## config.mk

```make
export PLATFORM = sky130hd
export DESIGN_NAME = div_seq
export DESIGN_NICKNAME = d
export VERILOG_FILES = /design/src/rtl/div_seq.sv
export SDC_FILE = /design/constraint.sdc
export NUM_CORES = 1
export LEC_CHECK = 0
export CORE_ASPECT_RATIO = 1.75
export CORE_MARGIN = 1.5
export CORE_UTILIZATION = 40
export CTS_CLUSTER_DIAMETER = 150
export CTS_CLUSTER_SIZE = 24
export DETAILED_ROUTE_END_ITERATION = 12
export PLACE_DENSITY = 0.72
export SLEW_MARGIN = 20
export SYNTH_ARGS = -nofsm -noshare
export SYNTH_HDL_FRONTEND = slang
export SYNTH_SLANG_ARGS = --single-unit
```

## constraint.sdc

```tcl
create_clock -name clk -period 9.34 [get_ports clk]
set_input_delay 1.868 -clock clk [delete_from_list [all_inputs] [get_ports clk]]
set_output_delay 1.868 -clock clk [all_outputs]
set_load 0.005 [all_outputs]
```

## src/rtl/div_seq.sv

```systemverilog
// div_seq: iterative restoring divider for DIV/DIVU in the EX stage.
// One quotient bit is produced per cycle. A normal divide takes WIDTH+2 cycles
// from the accepting edge up to and including the cycle in which ready_o is seen.
//
// Handshake: EX raises start_i with its operands and keeps start_i high.
// The operands are sampled only on the edge that moves the FSM out of IDLE.
// stallreq_o holds the pipeline while the divide is busy.
// ready_o/result_o are registered and are valid in END.
// In END stallreq_o is 0, so EX advances and drops start_i, and the FSM then returns to IDLE.
// annul_i cancels a busy divide without producing a result.
module div_seq #(
  parameter int unsigned WIDTH = 32
) (
  input  logic               clk,
  input  logic               rst,
  input  logic               start_i,
  input  logic               annul_i,
  input  logic               signed_div_i,
  input  logic [WIDTH-1:0]   opdata1_i,
  input  logic [WIDTH-1:0]   opdata2_i,
  output logic [2*WIDTH-1:0] result_o,
  output logic               ready_o,
  output logic               stallreq_o
);

  localparam int unsigned CW = $clog2(WIDTH + 1);

  typedef enum logic [1:0] {
    S_IDLE    = 2'd0,
    S_DIVZERO = 2'd1,
    S_ON      = 2'd2,
    S_END     = 2'd3
  } state_e;

  state_e             state_q, state_d;
  logic [CW-1:0]      cnt_q, cnt_d;
  // Dividend bits leave at the top while quotient bits enter at the bottom.
  logic [WIDTH-1:0]   dq_q, dq_d;
  logic [WIDTH-1:0]   rem_q, rem_d;
  logic [WIDTH-1:0]   dvs_q, dvs_d;
  logic               sdiv_q, sdiv_d;
  logic               neg1_q, neg1_d;
  logic               neg2_q, neg2_d;
  logic [2*WIDTH-1:0] result_q, result_d;
  logic               ready_q, ready_d;

  // Datapath helpers
  logic [WIDTH:0]     partial;
  logic [WIDTH:0]     diff;
  logic               borrow;
  logic [WIDTH-1:0]   step_rem;
  logic [WIDTH-1:0]   step_dq;
  logic [WIDTH-1:0]   q_fix;
  logic [WIDTH-1:0]   r_fix;
  logic [WIDTH-1:0]   op1_abs;
  logic [WIDTH-1:0]   op2_abs;
  logic               op1_neg;
  logic               op2_neg;

  // One restoring step, the sign fix-up, and operand magnitudes for acceptance.
  always_comb begin
    partial = {rem_q, dq_q[WIDTH-1]};
    diff    = partial - {1'b0, dvs_q};
    // The partial remainder is below 2*divisor, so bit WIDTH of the difference is the borrow.
    borrow   = diff[WIDTH];
    step_rem = borrow ? partial[WIDTH-1:0] : diff[WIDTH-1:0];
    step_dq  = {dq_q[WIDTH-2:0], ~borrow};
    q_fix    = (sdiv_q && (neg1_q ^ neg2_q)) ? (~dq_q + 1'b1) : dq_q;
    r_fix    = (sdiv_q && neg1_q) ? (~rem_q + 1'b1) : rem_q;
    op1_neg  = signed_div_i & opdata1_i[WIDTH-1];
    op2_neg  = signed_div_i & opdata2_i[WIDTH-1];
    op1_abs  = op1_neg ? (~opdata1_i + 1'b1) : opdata1_i;
    op2_abs  = op2_neg ? (~opdata2_i + 1'b1) : opdata2_i;
  end

  // Next-state and register-update logic of the divider FSM.
  always_comb begin
    state_d  = state_q;
    cnt_d    = cnt_q;
    dq_d     = dq_q;
    rem_d    = rem_q;
    dvs_d    = dvs_q;
    sdiv_d   = sdiv_q;
    neg1_d   = neg1_q;
    neg2_d   = neg2_q;
    result_d = result_q;
    ready_d  = ready_q;
    unique case (state_q)
      S_IDLE: begin
        if (start_i && !annul_i) begin
          if (opdata2_i == '0) begin
            state_d = S_DIVZERO;
          end else begin
            state_d = S_ON;
            cnt_d   = '0;
            dq_d    = op1_abs;
            dvs_d   = op2_abs;
            rem_d   = '0;
            sdiv_d  = signed_div_i;
            neg1_d  = op1_neg;
            neg2_d  = op2_neg;
          end
        end
      end
      S_DIVZERO: begin
        if (annul_i) begin
          state_d  = S_IDLE;
          ready_d  = 1'b0;
          result_d = '0;
        end else begin
          // Divide by zero completes quietly with a zero result.
          state_d  = S_END;
          ready_d  = 1'b1;
          result_d = '0;
        end
      end
      S_ON: begin
        if (annul_i) begin
          state_d  = S_IDLE;
          ready_d  = 1'b0;
          result_d = '0;
        end else if (cnt_q == CW'(WIDTH)) begin
          state_d  = S_END;
          ready_d  = 1'b1;
          result_d = {r_fix, q_fix};
        end else begin
          rem_d = step_rem;
          dq_d  = step_dq;
          cnt_d = cnt_q + CW'(1);
        end
      end
      S_END: begin
        // Holding start_i here keeps the result; it never restarts a divide.
        if (!start_i || annul_i) begin
          state_d  = S_IDLE;
          ready_d  = 1'b0;
          result_d = '0;
        end
      end
      default: state_d = S_IDLE;
    endcase
  end

  // State and working registers; rst clears everything synchronously.
  always_ff @(posedge clk) begin
    if (rst) begin
      state_q  <= S_IDLE;
      cnt_q    <= '0;
      dq_q     <= '0;
      rem_q    <= '0;
      dvs_q    <= '0;
      sdiv_q   <= 1'b0;
      neg1_q   <= 1'b0;
      neg2_q   <= 1'b0;
      result_q <= '0;
      ready_q  <= 1'b0;
    end else begin
      state_q  <= state_d;
      cnt_q    <= cnt_d;
      dq_q     <= dq_d;
      rem_q    <= rem_d;
      dvs_q    <= dvs_d;
      sdiv_q   <= sdiv_d;
      neg1_q   <= neg1_d;
      neg2_q   <= neg2_d;
      result_q <= result_d;
      ready_q  <= ready_d;
    end
  end

  assign result_o   = result_q;
  assign ready_o    = ready_q;
  assign stallreq_o = start_i & ~annul_i & (state_q != S_END);

endmodule

```

==> results of run 1 <==
[cells in the final DEF (no fill, tap or decap), types with 42 or more instances in the layout]
| master | instances |
|---|---|
| a21oi_1 | 104 |
| a22oi_1 | 42 |
| clkdlybuf4s50_1 | 133 |
| dfxtp_1 | 172 |
| ha_1 | 42 |
| inv_1 | 56 |
| nand2_1 | 175 |
| nand3_1 | 60 |
| nor2_1 | 137 |
| o21ai_0 | 44 |
| xnor2_1 | 79 |
| xor2_1 | 72 |
[layout make-up]
type,count,area share [%]
Clock buffer,17,3.25
Sequential cell,172,26.3
Timing Repair Buffer,145,10.9
Multi-Input combinational cell,1091,53.2
Inverter,56,1.61
Clock inverter,14,1.22
Tap cell,369,3.53
[state kept, by name, summed over array words and instances (netlist names), 2 cells and up]
signal	flops
dq_q	32
state_q	2
dvs_q	32
cnt_q	6
rem_q	32
result_o	64
[path summary, 6_finish.rpt]
check,slack (ns),to
hold reg to reg,0.45,result_o[5]$_SDFFE_PP0P_
setup reg to reg,5.52,rem_q[20]$_SDFFE_PP0P_
hold / removal,0.45,result_o[5]$_SDFFE_PP0P_
setup / recovery,4.18,stallreq_o
[per-stage QoR]
step           hold WS, ns  total power, mW  worst slack [ns]  cells
3_3_place_gp         0.443             1.84              4.07   1833
4_1_cts              0.453             2.56              4.17   1864
6_report             0.451             2.56              4.18   1864
2_1_floorplan        0.432             1.61              5.36   1403
5_1_grt              0.470             2.70              4.13   1864
3_5_place_dp         0.445             1.86              4.01   1833
[per-layer routing]
| layer | wire length, um | vias to the layer above | track usage (%) | part of all wire [%] |
|---|---|---|---|---|
| met3 | 940 | 93 | 2.09 | 3.0 |
| li1 | - | 5126 | - | - |
| met1 | 11200 | 4879 | 21.8 | 36 |
| met5 | 0 | - | 0 | 0 |
| met4 | 2130 | 0 | 16.2 | 6.9 |
| met2 | 16700 | 258 | 41.7 | 54 |
[kinds of logic after synthesis]
group           share of synthesized area [%]
compound gates                           22.5
mux                                      2.81
xor+xnor                                 12.0
fa+ha+maj                                4.94
buf+inv                                  5.68
flops                                    31.2
simple gates                             20.9
[power by group]
| part | total, mW | switching [mW] | internal, mW |
|---|---|---|---|
| clock network | 0.711 | 0.313 | 0.397 |
| registers | 0.846 | 0.0552 | 0.791 |
| logic | 0.999 | 0.639 | 0.361 |
[tightest hold or removal path: cells and delay by family, from the launching register on]
kind               cells  cell delay, ns
and+or+nand+nor        1            0.05
AOI/OAI and AO/OA      1            0.05
DFF                    1            0.31
==> results.py, run 1 <==
metrics = {
    "sta": {
        "worstMarginPinSlew_ns": 0.861,
        "finClkSkew_ns": 0.00806,
        "relSlewSlack_pct": 42.0,
        "period_needed_ns": 5.16,
        "rsz0062_at_grt": "false",
        "drv_slew": 0,
        "hold_violations": 0,
        "timing.fmax_mhz": 194,
        "fin_crit_sh_pct": 55.2,
        "final.setup.tns_ns": 0,
        "setup_viol": 0,
    },
    "critical_path": {
        "path_max_fanout": 8,
        "slowest_stage": "clkdlybuf4s50_1",
        "r2r_start": "dq_q[31]$_SDFFE_PP0P_",
        "critPathLaunchType": "primary input",
        "worstPathCellList": "clkdlybuf4s50_1 -> nand2b_1 -> nor2_1 -> clkdlybuf4s50_1",
        "required_ns": 7.47,
        "r2r_cells": 13,
        "cp-end-kind": "primary output",
        "critPathTopFamily": "buffers and inverters",
        "critPathKind": "in2out",
        "cp_data_arrival_time_ns": 3.29,
        "crit_start": "annul_i",
        "cp_common_cell": "clkdlybuf4s50_1",
        "path_buf_inv": 2,
        "cpPeakStageDelay_ns": 0.56,
        "crit_cells": 4,
    },
    "global_route": {
        "antenna_found_initial": 0,
        "gr-usage-all-layers_pct": 22.1,
        "grt_pass1_vias": 10200,
        "grt_max_degree": 86,
        "grt_overflow_total": 0,
        "grt_pass1_wl_mm": 50.1,
    },
    "cts": {
        "cts_max_level": 4,
        "postCtsHoldBufs": 0,
        "cts_sinks": 172,
        "clk_latency_ns": 0.44,
        "cts_tree": "done",
        "post_cts_buffers": 0,
        "path_clk_slew_ns": 0.07,
        "cts_resized": 0,
        "numCtsBuffers": 17,
        "cts_buffer_depth": 2,
        "cts_root_buf": "clkbuf_16",
    },
    "placed_design": {
        "gp_congestion": 0.898,
        "dp_hpwl_mm": 23.5,
        "placed_area_sq_um": 12500,
        "io_buffers": 134,
    },
    "final_layout": {
        "nets": 1595,
        "multi_input_area_sq_um": 6970,
        "final_core_util_pct": 48.1,
        "antenna_cells": 0,
        "final_area_sq_um": 13100,
        "syn_to_final_growth_pct": 18.7,
        "fill_cells": 2711,
        "seq_area_sq_um": 3440,
        "drive_above_1_share_pct": 5.89,
    },
    "drt": {
        "drt_iter0_drc": 492,
        "first_pass_iters": 5,
        "route.vias.total": 10400,
        "wirelength_mm": 30.9,
        "drc_errors": 0,
        "wire_per_inst_um": 16.6,
        "detail-route-antenna-nets": 0,
        "avgViaCountPerCell": 5.56,
    },
    "die": {
        "dieArea_sq_um": 28600,
        "die_h_um": 223,
        "rows": 80,
        "start_util_pct": 40.5,
        "die_x_um": 129,
        "core_sq_um": 27200,
        "ios": 135,
    },
    "yosys": {
        "yosys-top-cells-area": "dfxtp_1, xnor2_1, nand2_1, xor2_1, ha_1",
        "syn_inst": 1403,
        "netlist.area_leader.share_pct": 31.2,
        "netlist_area_sq_um": 11000,
        "yosysSeqAreaShare_pct": 31.2,
        "yosys.area.top_type": "dfxtp_1",
        "yosys_warnings": 0,
        "ys_top_cells_by_count": "nand2_1, dfxtp_1, nor2_1",
        "syn_nets": 1515,
        "synth_edf_count": 0,
        "synth_flop_cell": "dfxtp_1",
        "synthArstFlopShare_pct": 0,
        "synth.distinct_cells": 74,
        "synth.most_common_cell": "nand2_1",
        "avgSynthCellArea_sq_um": 7.86,
        "ys_ff_latch": 172,
    },
    "min_path": {
        "holdPathStages": 2,
        "hp-start": "result_o[5]$_SDFFE_PP0P_",
        "min_path_type": "reg2reg",
    },
    "power": {
        "peakVddDrop_uv": 137,
        "power.density_nw_per_um2": 195,
        "leakage_nw": 4.80,
    },
    "outcome": {
        "status": "complete, no violations",
    },
    "flow_run": {
        "cap_violations": 0,
    },
}
Note: power is estimated with default switching activity, not from simulation.
==> run 2: changes to the inputs <==
PLACE_DENSITY = 0.74   (was 0.72)
clock period = 4.6 ns   (was 9.34 ns; I/O delays follow)
==> run 2 against run 1 <==
Against the previous run: global-route usage increased by 0.45 points; power grew 100%; hold slack improved by 0.0016 ns; largest power group unchanged; highest routed layer unchanged.
==> results.py, run 2 (synthesis gave the netlist of run 1 again) <==
metrics = {
    "critical_path": {
        "r2r_start": "dq_q[31]$_SDFFE_PP0P_",
        "r2r_cells": 13,
        "cp-end-kind": "register",
        "critPathKind": "in2reg",
        "rr_endpoint": "rem_q[9]$_SDFFE_PP0P_",
        "critPathLaunchType": "primary input",
        "crit_start": "opdata2_i[17]",
        "path_max_fanout": 23,
        "required_ns": 4.94,
        "cpPeakStageDelay_ns": 0.49,
        "slowest_stage": "or2_2",
        "rrSetupSlack_ns": 1.28,
        "critPathTopFamily": "simple AND/OR/NAND/NOR gates",
        "worstPathCellList": "clkdlybuf4s50_1 -> or3_1 -> or4_4 -> nand4b_4 -> nor3_2 -> a2111oi_4 -> nand2_2 -> or2_2 -> buf_4 -> o21ai_2",
        "cp_data_arrival_time_ns": 3.90,
        "path_buf_inv": 2,
    },
    "global_route": {
        "antenna_found_initial": 0,
        "grt_pass1_vias": 10200,
        "grt_overflow_total": 0,
        "grt_pass1_wl_mm": 50.8,
        "gr-usage-all-layers_pct": 22.5,
        "grt_max_degree": 92,
    },
    "sta": {
        "final.setup.tns_ns": 0,
        "rsz0062_at_grt": "false",
        "relSlewSlack_pct": 34.6,
        "drv_slew": 0,
        "hold_violations": 0,
        "timing.fmax_mhz": 281,
        "fin_crit_sh_pct": 77.5,
        "finClkSkew_ns": 0.0109,
        "setup_viol": 0,
        "worstMarginPinSlew_ns": 0.981,
        "period_needed_ns": 3.56,
    },
    "outcome": {
        "status": "complete, no violations",
    },
    "min_path": {
        "min_path_type": "reg2reg",
        "hp-start": "result_o[37]$_SDFFE_PP0P_",
        "min_to": "result_o[37]$_SDFFE_PP0P_",
        "holdPathStages": 2,
    },
    "die": {
        "die_x_um": 129,
        "start_util_pct": 40.5,
        "core_sq_um": 27200,
        "rows": 80,
        "ios": 135,
        "die_h_um": 223,
        "dieArea_sq_um": 28600,
    },
    "drt": {
        "wirelength_mm": 31.9,
        "detail-route-antenna-nets": 0,
        "avgViaCountPerCell": 5.58,
        "drc_errors": 0,
        "route.vias.total": 10400,
        "wire_per_inst_um": 17.0,
        "first_pass_iters": 5,
        "drt_iter0_drc": 532,
    },
    "power": {
        "p_clk_share_pct": 27.5,
        "p_seq_share_pct": 33.0,
        "power.density_nw_per_um2": 397,
        "peakVddDrop_uv": 302,
        "leakage_nw": 4.83,
        "p_int_mw": 3.16,
        "p_switching_mw": 2.04,
        "combPwrFrac_pct": 39.5,
        "p_sw_share_pct": 39.2,
    },
    "cts": {
        "cts_buffer_depth": 2,
        "post_cts_buffers": 0,
        "cts_resized": 0,
        "clk_latency_ns": 0.45,
        "cts_sinks": 172,
        "numCtsBuffers": 17,
        "cts_root_buf": "clkbuf_16",
        "cts_tree": "done",
        "postCtsHoldBufs": 0,
        "cts_max_level": 4,
        "path_clk_slew_ns": 0.06,
    },
    "final_layout": {
        "fill_cells": 2724,
        "final_common_cell": "nand2_1",
        "final_cell_mix": "nand2_1, dfxtp_1, nor2_1",
        "seq_area_sq_um": 3440,
        "drive_above_1_share_pct": 6.05,
        "final_core_util_pct": 48.2,
        "largest_reg_flops": 64,
        "multi_input_area_sq_um": 6970,
        "nets": 1602,
        "antenna_cells": 0,
        "syn_to_final_growth_pct": 19.0,
    },
    "placed_design": {
        "io_buffers": 134,
        "gp_congestion": 0.980,
        "dp_hpwl_mm": 24.1,
    },
    "flow_run": {
        "cap_violations": 0,
    },
}
-- run 2: cell count changes in the layout (fill, tap and decap cells not counted) --
cell / previous run / this run
clkinvlp_4: 4 / 2
clkbuf_8: 0 / 1
a2111o_1: 0 / 1
clkbuf_1: 0 / 4
clkinv_2: 0 / 3
a2111o_2: 1 / 0
buf_4: 12 / 19
clkinv_4: 3 / 2
inv_6: 5 / 1
-- run 2: metrics by stage --
step	hold WS [ns]	power [mW]	cell area, sq um	setup slack [ns]	instances
final	0.452	5.21	13100	1.04	1872
after global routing	0.468	5.49	13100	0.874	1872
after CTS	0.455	5.20	13100	1.01	1872
after detailed placement	0.446	3.78	12600	0.583	1840
after global placement	0.442	3.75	12600	0.613	1840
after floorplan	0.432	3.28	11000	1.57	1403
-- run 2: metal layers --
layer / part of all wire (%) / up-vias / global-route usage [%]
met5: 0 / - / 0
met4: 6.1 / 0 / 14.3
met3: 3.5 / 92 / 2.94
met2: 54 / 294 / 42.9
met1: 36 / 4927 / 22.4
li1: - / 5132 / -
-- run 2: worst max-delay path by stage --
stage,to,slack [ns],cells past startpoint
6_report,rem_q[28]$_SDFFE_PP0P_,1.04,10
5_1_grt,rem_q[28]$_SDFFE_PP0P_,0.87,10
3_5_place_dp,rem_q[28]$_SDFFE_PP0P_,0.58,10
2_1_floorplan,dvs_q[25]$_SDFFE_PP0P_,1.57,9
4_1_cts,rem_q[28]$_SDFFE_PP0P_,1.01,10
3_3_place_gp,rem_q[29]$_SDFFE_PP0P_,0.61,10
-- run 2: cell type report --
type	count	area share, %
clock buffers	22	3.46
repair buffers	152	11.2
clock inverters	10	0.886
inverters	56	1.60
multi-input cells	1091	53.1
flip-flops and latches	172	26.2
well taps	369	3.52
-- run 2: power by group through the flow --
stage | combinational, mW | sequential [mW] | clock, mW
after floorplan | 1.56 | 1.71 | 0
after detailed placement | 2.03 | 1.75 | 0
final | 2.06 | 1.72 | 1.43
after global routing | 2.24 | 1.73 | 1.51
after CTS | 2.04 | 1.72 | 1.44
after global placement | 2.00 | 1.74 | 0
-- run 2: worst reg2reg max path, cell delays in order, from the launching register on --
cell,delay (ns)
dfxtp_1,0.31
inv_1,0.08
ha_1,0.24
fa_1,0.41
nand2b_1,0.20
a21o_1,0.19
a31o_1,0.22
a21o_1,0.21
o21ai_2,0.30
nor3b_1,0.14
a211oi_4,0.23
buf_4,0.35
mux2i_1,0.24
o21ai_1,0.07
